`src/rtl/exe_pkg.sv`:
```
// exe_pkg: ALU command encodings, shifter types and FSM states for the execute stage
package exe_pkg;
  localparam logic [3:0] MOV = 4'b0001;
  localparam logic [3:0] MVN = 4'b1001;
  localparam logic [3:0] ADD = 4'b0010;
  localparam logic [3:0] ADC = 4'b0011;
  localparam logic [3:0] SUB = 4'b0100;
  localparam logic [3:0] SBC = 4'b0101;
  localparam logic [3:0] AND = 4'b0110;
  localparam logic [3:0] ORR = 4'b0111;
  localparam logic [3:0] EOR = 4'b1000;
  localparam logic [3:0] MUL = 4'b1010;
  localparam logic [1:0] SH_LSL = 2'd0;
  localparam logic [1:0] SH_LSR = 2'd1;
  localparam logic [1:0] SH_ASR = 2'd2;
  localparam logic [1:0] SH_ROR = 2'd3;
  typedef enum logic [1:0] {S_IDLE, S_MUL, S_DONE} state_t;
endpackage

```
`src/rtl/exe_mul_iter.sv`:
```
// exe_mul_iter: radix-2^MUL_STEP shift-add multiplier, low DATA_W bits of the product.
// MUL_EARLY_TERM_EN stops as soon as the remaining multiplier bits are zero.
module exe_mul_iter #(
  parameter int DATA_W = 32,
  parameter int MUL_STEP = 2
) (
  input  logic              clk,
  input  logic              rst,
  input  logic              start,
  input  logic              abort,
  input  logic [DATA_W-1:0] a,
  input  logic [DATA_W-1:0] b,
  output logic              done,
  output logic [DATA_W-1:0] product
);
  localparam int N = DATA_W / MUL_STEP;
  localparam int CW = $clog2(N + 1);
  logic [DATA_W-1:0] a_r, b_r;
  logic [CW-1:0] cnt;
  logic fin, last;
  // start retires the first digit, so done covers the step in flight this cycle
`ifdef MUL_EARLY_TERM_EN
  assign fin = (cnt == CW'(N)) || (b_r == '0);
  assign last = (cnt == CW'(N - 1)) || ((b_r >> MUL_STEP) == '0);
`else
  assign fin = cnt == CW'(N);
  assign last = cnt == CW'(N - 1);
`endif
  assign done = fin || last;
  always_ff @(posedge clk or posedge rst)
    if (rst) begin
      cnt <= CW'(N);
      a_r <= '0;
      b_r <= '0;
      product <= '0;
    end else if (abort) begin
      cnt <= CW'(N);
      a_r <= '0;
      b_r <= '0;
      product <= '0;
    end else if (start) begin
      cnt <= CW'(1);
      product <= a * DATA_W'(b[MUL_STEP-1:0]);
      a_r <= a << MUL_STEP;
      b_r <= b >> MUL_STEP;
    end else if (!fin) begin
      cnt <= cnt + 1'b1;
      product <= product + a_r * DATA_W'(b_r[MUL_STEP-1:0]);
      a_r <= a_r << MUL_STEP;
      b_r <= b_r >> MUL_STEP;
    end
endmodule

```
`src/rtl/exe_stage_mc.sv`:
```
// exe_stage_mc: forwarding, Val2 shifter, ALU, branch target and iterative MUL with a valid/ready output register.
// Optional MUL_EARLY_TERM_EN shortens multiplies whose remaining multiplier bits are zero.
module exe_stage_mc import exe_pkg::*; #(
  parameter int DATA_W = 32,
  parameter int IMM_W = 24,
  parameter int N_FWD = 2,
  parameter int MUL_STEP = 2,
  localparam int SW = $clog2(N_FWD + 1)
) (
  input  logic                    clk,
  input  logic                    rst,
  input  logic                    flush,
  input  logic                    in_valid,
  output logic                    in_ready,
  input  logic [3:0]              exe_cmd,
  input  logic                    mem_r_en,
  input  logic                    mem_w_en,
  input  logic                    imm,
  input  logic                    c_in,
  input  logic                    v_in,
  input  logic [DATA_W-1:0]       pc,
  input  logic [DATA_W-1:0]       val1,
  input  logic [DATA_W-1:0]       val_rm,
  input  logic [N_FWD*DATA_W-1:0] fwd_data,
  input  logic [SW-1:0]           sel_src1,
  input  logic [SW-1:0]           sel_src2,
  input  logic [11:0]             shift_operand,
  input  logic [IMM_W-1:0]        signed_imm,
  output logic                    out_valid,
  input  logic                    out_ready,
  output logic [DATA_W-1:0]       alu_res,
  output logic [DATA_W-1:0]       branch_addr,
  output logic                    out_n,
  output logic                    out_z,
  output logic                    out_c,
  output logic                    out_v,
  output logic                    busy
);
  localparam int M = DATA_W - 1;
  state_t state, state_n;
  logic [DATA_W-1:0] src1, src2, val2, asr, b_eff, res, off, br, mul_prod, mul_br;
  logic [DATA_W:0] sum;
  logic [4:0] sh;
  logic load_ok, accept, is_mul, arith, sub, cin_add, c_res, v_res, mul_done, mul_c, mul_v;
  function automatic logic [DATA_W-1:0] ror(input logic [DATA_W-1:0] x, input logic [4:0] r);
    return (x >> r) | (x << (DATA_W - int'(r)));
  endfunction
  always_comb begin
    src1 = sel_src1 == '0 ? val1 : '0;
    src2 = sel_src2 == '0 ? val_rm : '0;
    for (int k = 1; k <= N_FWD; k++) begin
      if (sel_src1 == SW'(k)) src1 = fwd_data[(k-1)*DATA_W +: DATA_W];
      if (sel_src2 == SW'(k)) src2 = fwd_data[(k-1)*DATA_W +: DATA_W];
    end
  end
  assign sh = shift_operand[11:7];
  assign asr = $signed(src2) >>> sh;
  assign val2 = (mem_r_en || mem_w_en) ? DATA_W'(shift_operand)
              : imm ? ror(DATA_W'(shift_operand[7:0]), {shift_operand[11:8], 1'b0})
              : shift_operand[6:5] == SH_LSL ? src2 << sh
              : shift_operand[6:5] == SH_LSR ? src2 >> sh
              : shift_operand[6:5] == SH_ASR ? asr
              : ror(src2, sh);
  // subtraction is a + ~b + carry, so C is the ARM no-borrow flag
  assign arith = exe_cmd == ADD || exe_cmd == ADC || exe_cmd == SUB || exe_cmd == SBC;
  assign sub = exe_cmd == SUB || exe_cmd == SBC;
  assign b_eff = sub ? ~val2 : val2;
  assign cin_add = exe_cmd == SUB ? 1'b1 : (exe_cmd == ADC || exe_cmd == SBC) ? c_in : 1'b0;
  assign sum = {1'b0, src1} + {1'b0, b_eff} + (DATA_W + 1)'(cin_add);
  assign c_res = arith ? sum[DATA_W] : c_in;
  assign v_res = arith ? (src1[M] == b_eff[M]) && (sum[M] != src1[M]) : v_in;
  always_comb begin
    case (exe_cmd)
      MOV: res = val2;
      MVN: res = ~val2;
      ADD, ADC, SUB, SBC: res = sum[M:0];
      AND: res = src1 & val2;
      ORR: res = src1 | val2;
      EOR: res = src1 ^ val2;
      default: res = '0;
    endcase
  end
  assign off = DATA_W'($signed(signed_imm));
  assign br = pc + (off << 2);
  assign load_ok = !out_valid || out_ready;
  assign in_ready = state == S_IDLE && load_ok;
  assign accept = in_valid && in_ready && !flush;
  assign is_mul = exe_cmd == MUL;
  assign busy = state != S_IDLE;
  exe_mul_iter #(.DATA_W(DATA_W), .MUL_STEP(MUL_STEP)) u_mul (
    .clk(clk), .rst(rst), .start(accept && is_mul), .abort(flush),
    .a(src1), .b(src2), .done(mul_done), .product(mul_prod)
  );
  always_comb
    state_n = flush ? S_IDLE
            : (accept && is_mul) ? S_MUL
            : (state == S_MUL && mul_done) ? S_DONE
            : (state == S_DONE && load_ok) ? S_IDLE
            : state;
  always_ff @(posedge clk or posedge rst)
    if (rst) state <= S_IDLE;
    else state <= state_n;
  always_ff @(posedge clk or posedge rst)
    if (rst) begin
      out_valid <= 1'b0;
      alu_res <= '0;
      branch_addr <= '0;
      {out_n, out_z, out_c, out_v} <= '0;
      mul_br <= '0;
      mul_c <= 1'b0;
      mul_v <= 1'b0;
    end else begin
      if (accept && is_mul) begin
        mul_br <= br;
        mul_c <= c_in;
        mul_v <= v_in;
      end
      if (flush) out_valid <= 1'b0;
      else if (accept && !is_mul) begin
        out_valid <= 1'b1;
        alu_res <= res;
        branch_addr <= br;
        {out_n, out_z, out_c, out_v} <= {res[M], res == '0, c_res, v_res};
      end else if (state == S_DONE && load_ok) begin
        out_valid <= 1'b1;
        alu_res <= mul_prod;
        branch_addr <= mul_br;
        {out_n, out_z, out_c, out_v} <= {mul_prod[M], mul_prod == '0, mul_c, mul_v};
      end else if (out_ready) out_valid <= 1'b0;
    end
endmodule

```
`config.mk`:
```
export PLATFORM = sky130hd
export DESIGN_NAME = exe_stage_mc
export DESIGN_NICKNAME = d
export VERILOG_FILES = /design/src/rtl/exe_pkg.sv /design/src/rtl/exe_mul_iter.sv /design/src/rtl/exe_stage_mc.sv
export SDC_FILE = /design/constraint.sdc
export NUM_CORES = 2
export LEC_CHECK = 0
export CORE_ASPECT_RATIO = 1.25
export CORE_MARGIN = 2
export CORE_UTILIZATION = 60
export DETAILED_ROUTE_END_ITERATION = 8
export GPL_TIMING_DRIVEN = 0
export PLACE_DENSITY = 0.89
export SETUP_SLACK_MARGIN = 0.02
export SLEW_MARGIN = 20
export SYNTH_ARGS = -nofsm -noshare
export SYNTH_HDL_FRONTEND = slang
export SYNTH_HIERARCHICAL = 1
export SYNTH_SLANG_ARGS = --single-unit
```
`constraint.sdc`:
```
create_clock -name clk -period 4.9 [get_ports clk]
set_input_delay 0.735 -clock clk [delete_from_list [all_inputs] [get_ports clk]]
set_output_delay 0.735 -clock clk [all_outputs]
set_load 0.02 [all_outputs]
```
==> qor.csv, run 1 <==
stage;metric;value;unit
floorplanning;row count;90;
run_status;status;did not finish;
clock_tree;worst-case clock buffer depth;3;
synth;EDFF count, synth;0;
synth;post-synthesis adder-cell area fraction;0.104;
clock_tree;CTS hold repair buffers;0;
synth;Simple-Gate Fraction of Synth Area;0.194;
grt;vias in the first global route;43063;
synth;largest family of logic cells by synthesized area;compound AO/OA/AOI/OAI gates;
synth;Seq/Total Area, Yosys;0.172;
synth;Ys Warns;6;
synth;cell area after synthesis;29200;µm²
floorplanning;initial core utilization;0.606;
synth;most common flop cell mapped by yosys;dfrtp_1;
grt;Total Routing Usage GR;0.822;
synth;syn_nets;4246;
clock_tree;cts bufs inserted;23;
synth;Mapped Cells;3809;
placement;IO buf count;274;
floorplanning;I/O Pins;285;
clock_tree;clk sink count;201;
placement;Detail Placement HPWL;124000;µm
run_status;First Err;[ERROR GRT-0116] Global routing finished with congestion. Check the congestion regions in the DRC Viewer.;
synth;Yosys cell types;119;
synth;Yosys reg bits;201;
synth;XOR/XNOR Fraction of Synth Area;0.0497;
synth;Async S/R FF share, synth;1.00;
floorplanning;die height;251;µm
run_status;Failed at;global routing (5_1_grt);
synth;Synth area leaders;dfrtp_1 (17%), ha_1 (8.1%), nand2_1 (6.5%);
clock_tree;H-tree depth;1;
synth;mux contribution to synthesized area;0.137;
synth;syn_area_per_cell;7.67;µm²
synth;post-synthesis compound-gate area fraction;0.274;
floorplanning;Die Width;201;µm
grt;first-pass GRT wire length;315000;µm
clock_tree;clk root buf;clkbuf_16;
synth;dominant cell type by area after synthesis;dfrtp_1;
grt;GRT overflow;574;
synth;Yosys top cell area share;0.171;
grt;largest net degree at the start of global routing;77;
placement;routability cong.;1.42;
-- per-stage QoR --
step                cells  worst slack (ps)  utilization  cell area, µm²  hold slack, ps
CTS                  4917             -2110        0.761           36700             478
detailed placement   4732             -4430        0.688           33200             463
global placement     4727             -4820        0.686           33100             458
floorplan            3809             -1730            -           29500             446
-- metal layers --
| metal | GRT usage | GRT overflow |
|---|---|---|
| met5 | 0.393 | 1 |
| met3 | 0.702 | 17 |
| met2 | 0.970 | 290 |
| met4 | 0.809 | 259 |
| met1 | 0.817 | 7 |
-- cells in the mapped netlist, drive strengths merged, types with 43 or more instances --
cell type / count
a21oi: 338
ha: 190
a211oi: 57
inv: 216
clkbuf: 169
mux4: 75
nor3: 63
nand3: 71
nand2: 503
o211ai: 71
buf: 101
a31oi: 56
xor2: 56
mux2: 43
o22ai: 43
dfrtp: 200
mux2i: 181
o21ai: 241
xnor2: 108
nor2: 326
and2: 80
-- kinds of logic after synthesis --
kind of cell,count (synthesis)
buffers and inverters,489
xor gates and xnor gates,164
adders and majority gates,223
and+or+nand+nor,1239
muxes,299
DFF,201
AOI/OAI and AO/OA,1194
-- repair_timing --
action                                  4_1_cts
pin swaps                                    98
buffers inserted                            152
cloned                                        2
resized for setup                           406
endpoints found under the setup margin       83
==> run 2: changes to the inputs <==
--- a/config.mk
+++ b/config.mk
@@ -5,13 +5,11 @@
 export SDC_FILE = /design/constraint.sdc
 export NUM_CORES = 2
 export LEC_CHECK = 0
-export CORE_ASPECT_RATIO = 1.25
 export CORE_MARGIN = 2
-export CORE_UTILIZATION = 60
+export CORE_UTILIZATION = 40
 export DETAILED_ROUTE_END_ITERATION = 8
 export GPL_TIMING_DRIVEN = 0
-export PLACE_DENSITY = 0.89
-export SETUP_SLACK_MARGIN = 0.02
+export PLACE_DENSITY_LB_ADDON = 0.15
 export SLEW_MARGIN = 20
 export SYNTH_ARGS = -nofsm -noshare
 export SYNTH_HDL_FRONTEND = slang
==> run 2 against run 1 <==
Net effect:
- the flow now finishes, with violations (negative setup slack)
- synthesized cell count unchanged
- area after synthesis unchanged
==> qor.csv, run 2 <==
stage;metric;value;unit
floorplanning;initial core utilization;0.402;
synth;Seq/Total Area, Yosys;0.172;
cells_and_area;most frequent cells in the layout;nand2_1 (495), nor2_1 (301), a21oi_1 (292), clkdlybuf4s50_1 (264), buf_4 (212);
grt;GRT overflow;0;
critical_path;Max stage delay on crit path;660;ps
sta;setup TNS;-33170;ps
synth;Synth area leaders;dfrtp_1 (17%), ha_1 (8.1%), nand2_1 (6.5%);
clock_tree;Clock Latency Late Sink;600;ps
grt;Total Routing Usage GR;0.491;
routing;Vias/cell;6.86;
synth;Yosys reg bits;201;
min_path;Tightest Hold Check Type;flip-flop to flip-flop;
power_and_ir_drop;Psw;4.58;mW
run;Max Cap Viol;0;
critical_path;CP required;5370;ps
placement;routability cong.;1.15;
floorplanning;row count;99;
min_path;hold path start;mul_br[1];
placement;DP Cell Count;5049;
critical_path;Crit Path Max Fanout;6;
power_and_ir_drop;switching part of the total;0.461;
placement;Detail Placement HPWL;140000;µm
clock_tree;H-tree depth;1;
power_and_ir_drop;LEAKAGE;16.5;nW
synth;Yosys cell types;119;
critical_path;CP Launch Type;input port;
sta;final hold viol count;0;
synth;Yosys top cell area share;0.171;
cells_and_area;area added between synthesis and finish;34.1;%
floorplanning;Die Width;274;µm
routing;WL/cell;35.3;µm
clock_tree;clock-pin slew on the worst setup and hold paths;60;ps
power_and_ir_drop;Clock power frac;0.223;
run_status;status;finished, violations left;
power_and_ir_drop;combinational power share;0.565;
routing;post-route DRC violation count;0;
critical_path;crit path kind;input port to flip-flop;
synth;cell area after synthesis;29200;µm²
clock_tree;clk root buf;clkbuf_16;
power_and_ir_drop;share of power burned in registers;0.212;
critical_path;crit path max-delay cell type;o31ai_4;
clock_tree;worst-case clock buffer depth;3;
routing;Total Wirelength;188000;µm
grt;largest net degree at the start of global routing;64;
cells_and_area;Fill cells;7003;
floorplanning;die height;274;µm
routing;drt pass-1 iters;8;
synth;EDFF count, synth;0;
critical_path;critical path capture point type;flip-flop;
power_and_ir_drop;Internal Pwr Total;5.36;mW
clock_tree;CTS tree;built;
critical_path;crit path DAT;7510;ps
sta;min Tclk post-route;7050;ps
routing;DR iter-0 viols;5590;
synth;Ys Warns;6;
critical_path;RR Startpoint;u_mul/b_r[1];
cells_and_area;final instance area;39200;µm²
sta;Fmax;0.142;GHz
synth;Mapped Cells;3809;
clock_tree;cts bufs inserted;26;
critical_path;Crit path top cell by count;buf_12;
cells_and_area;non-filler cells, final;5324;
floorplanning;I/O Pins;285;
cells_and_area;layout cells sized above 1;0.211;
floorplanning;die footprint;75200;µm²
grt;vias in the first global route;34384;
critical_path;worst setup path startpoint;sel_src2[0];
floorplanning;core area;72600;µm²
sta;Slew headroom;0.178;
sta;PnR worst setup slack;-2150;ps
placement;IO buf count;274;
synth;syn_nets;4246;
sta;clk_skew;44.3;ps
sta;crit share post-route;1.44;
synth;most frequent cells after synthesis;nand2_1 (503), a21oi_1 (333), nor2_1 (325);
sta;RSZ-0062 raised after global routing;true;
synth;Async S/R FF share, synth;1.00;
routing;Detail Route Antenna Nets;0;
grt;first-pass GRT wire length;261000;µm
power_and_ir_drop;Worst VDD drop;0.000286;V
routing;via count of the routed design;36545;
synth;dominant cell type by area after synthesis;dfrtp_1;
synth;most common flop cell mapped by yosys;dfrtp_1;
sta;Final Max Slew Viols;0;
run_status;failing checks;negative setup slack;
synth;syn_area_per_cell;7.67;µm²
synth;most numerous cell in the Yosys netlist;nand2_1;
placement;placed inst area;33600;µm²
clock_tree;clk sink count;201;
grt;initial antenna violation count;10;
cells_and_area;nets;4774;
cells_and_area;most common cell after layout, fill and taps aside;nand2_1;
power_and_ir_drop;P per Cell Area;254;nW/µm²
sta;slew at the pin closest to its max-slew limit;1230;ps
clock_tree;CTS hold repair buffers;0;
sta;final setup fails;32;
## run 2: worst max-delay path, delay by kind of cell
family / cells / cell delay [ps]
muxes: 1 / 200
adders and majority gates: 1 / 330
xor gates and xnor gates: 2 / 250
and+or+nand+nor: 5 / 1150
buffers and inverters: 7 / 1040
AOI/OAI and AO/OA: 13 / 3760
## run 2: cells by family after synthesis
| kind of cell | count (synthesis) | synth area share |
|---|---|---|
| AO/OA/AOI/OAI | 1194 | 0.274 |
| multiplexers | 299 | 0.137 |
| XOR/XNOR | 164 | 0.0497 |
| adder cells (fa/ha/maj) | 223 | 0.104 |
| AND/OR/NAND/NOR | 1239 | 0.194 |
| flip-flops | 201 | 0.172 |
| buffers and inverters | 489 | 0.0689 |
## run 2: final timing paths
path | endpoint | slack, ps | cells after the start
max | out_z | -2150 | 29
min | mul_br[1] | 480 | 2
max reg2reg | u_mul/product[30] | 250 | 13
min reg2reg | mul_br[1] | 480 | 2
max in group asynchronous | branch_addr[10] | 3500 | 3
min in group asynchronous | u_mul/product[26] | 670 | 2
## run 2: cell type report
class / count / area [µm²] / share of cell area
Clock inverter: 12 / 206 / 0.00527
Tap cell: 959 / 1200 / 0.0306
Antenna cell: 8 / 20.0 / 0.000511
Inverter: 219 / 887 / 0.0226
Clock buffer: 36 / 769 / 0.0196
Buffer: 261 / 1820 / 0.0464
Multi-Input combinational cell: 3119 / 24400 / 0.623
Timing Repair Buffer: 509 / 4830 / 0.123
Sequential cell: 201 / 5030 / 0.128
## run 2: timing repair
item,in CTS,in global routing
resized for setup,500,200
endpoints found under the setup margin,127,52
buffers inserted,172,60
pin swaps,123,99
## run 2: power by group through the flow
stage          sequential [mW]  combinational, mW  clock, mW
3_3_place_gp              2.12               4.49          0
5_1_grt                   2.13               5.75       2.30
2_1_floorplan             2.22               2.41          0
3_5_place_dp              2.12               4.48          0
4_1_cts                   2.10               5.03       2.23
6_report                  2.11               5.61       2.22
## run 2: per-stage QoR
stage | worst slack (ps) | hold slack, ps | power (mW) | utilization
2_1_floorplan | -1730 | 446 | 4.63 | -
3_3_place_gp | -5430 | 461 | 6.61 | 0.461
3_5_place_dp | -5160 | 463 | 6.60 | 0.463
4_1_cts | -1860 | 479 | 9.36 | 0.522
5_1_grt | -2130 | 501 | 10.2 | 0.540
6_report | -2150 | 479 | 9.94 | 0.540
## run 2: metal layers
| layer | GRT usage | part of all wire |
|---|---|---|
| met5 | 0.0379 | 0.0026 |
| met4 | 0.382 | 0.10 |
| met3 | 0.213 | 0.13 |
| met2 | 0.713 | 0.41 |
| met1 | 0.561 | 0.35 |
Power figures use the tool's default switching activity.
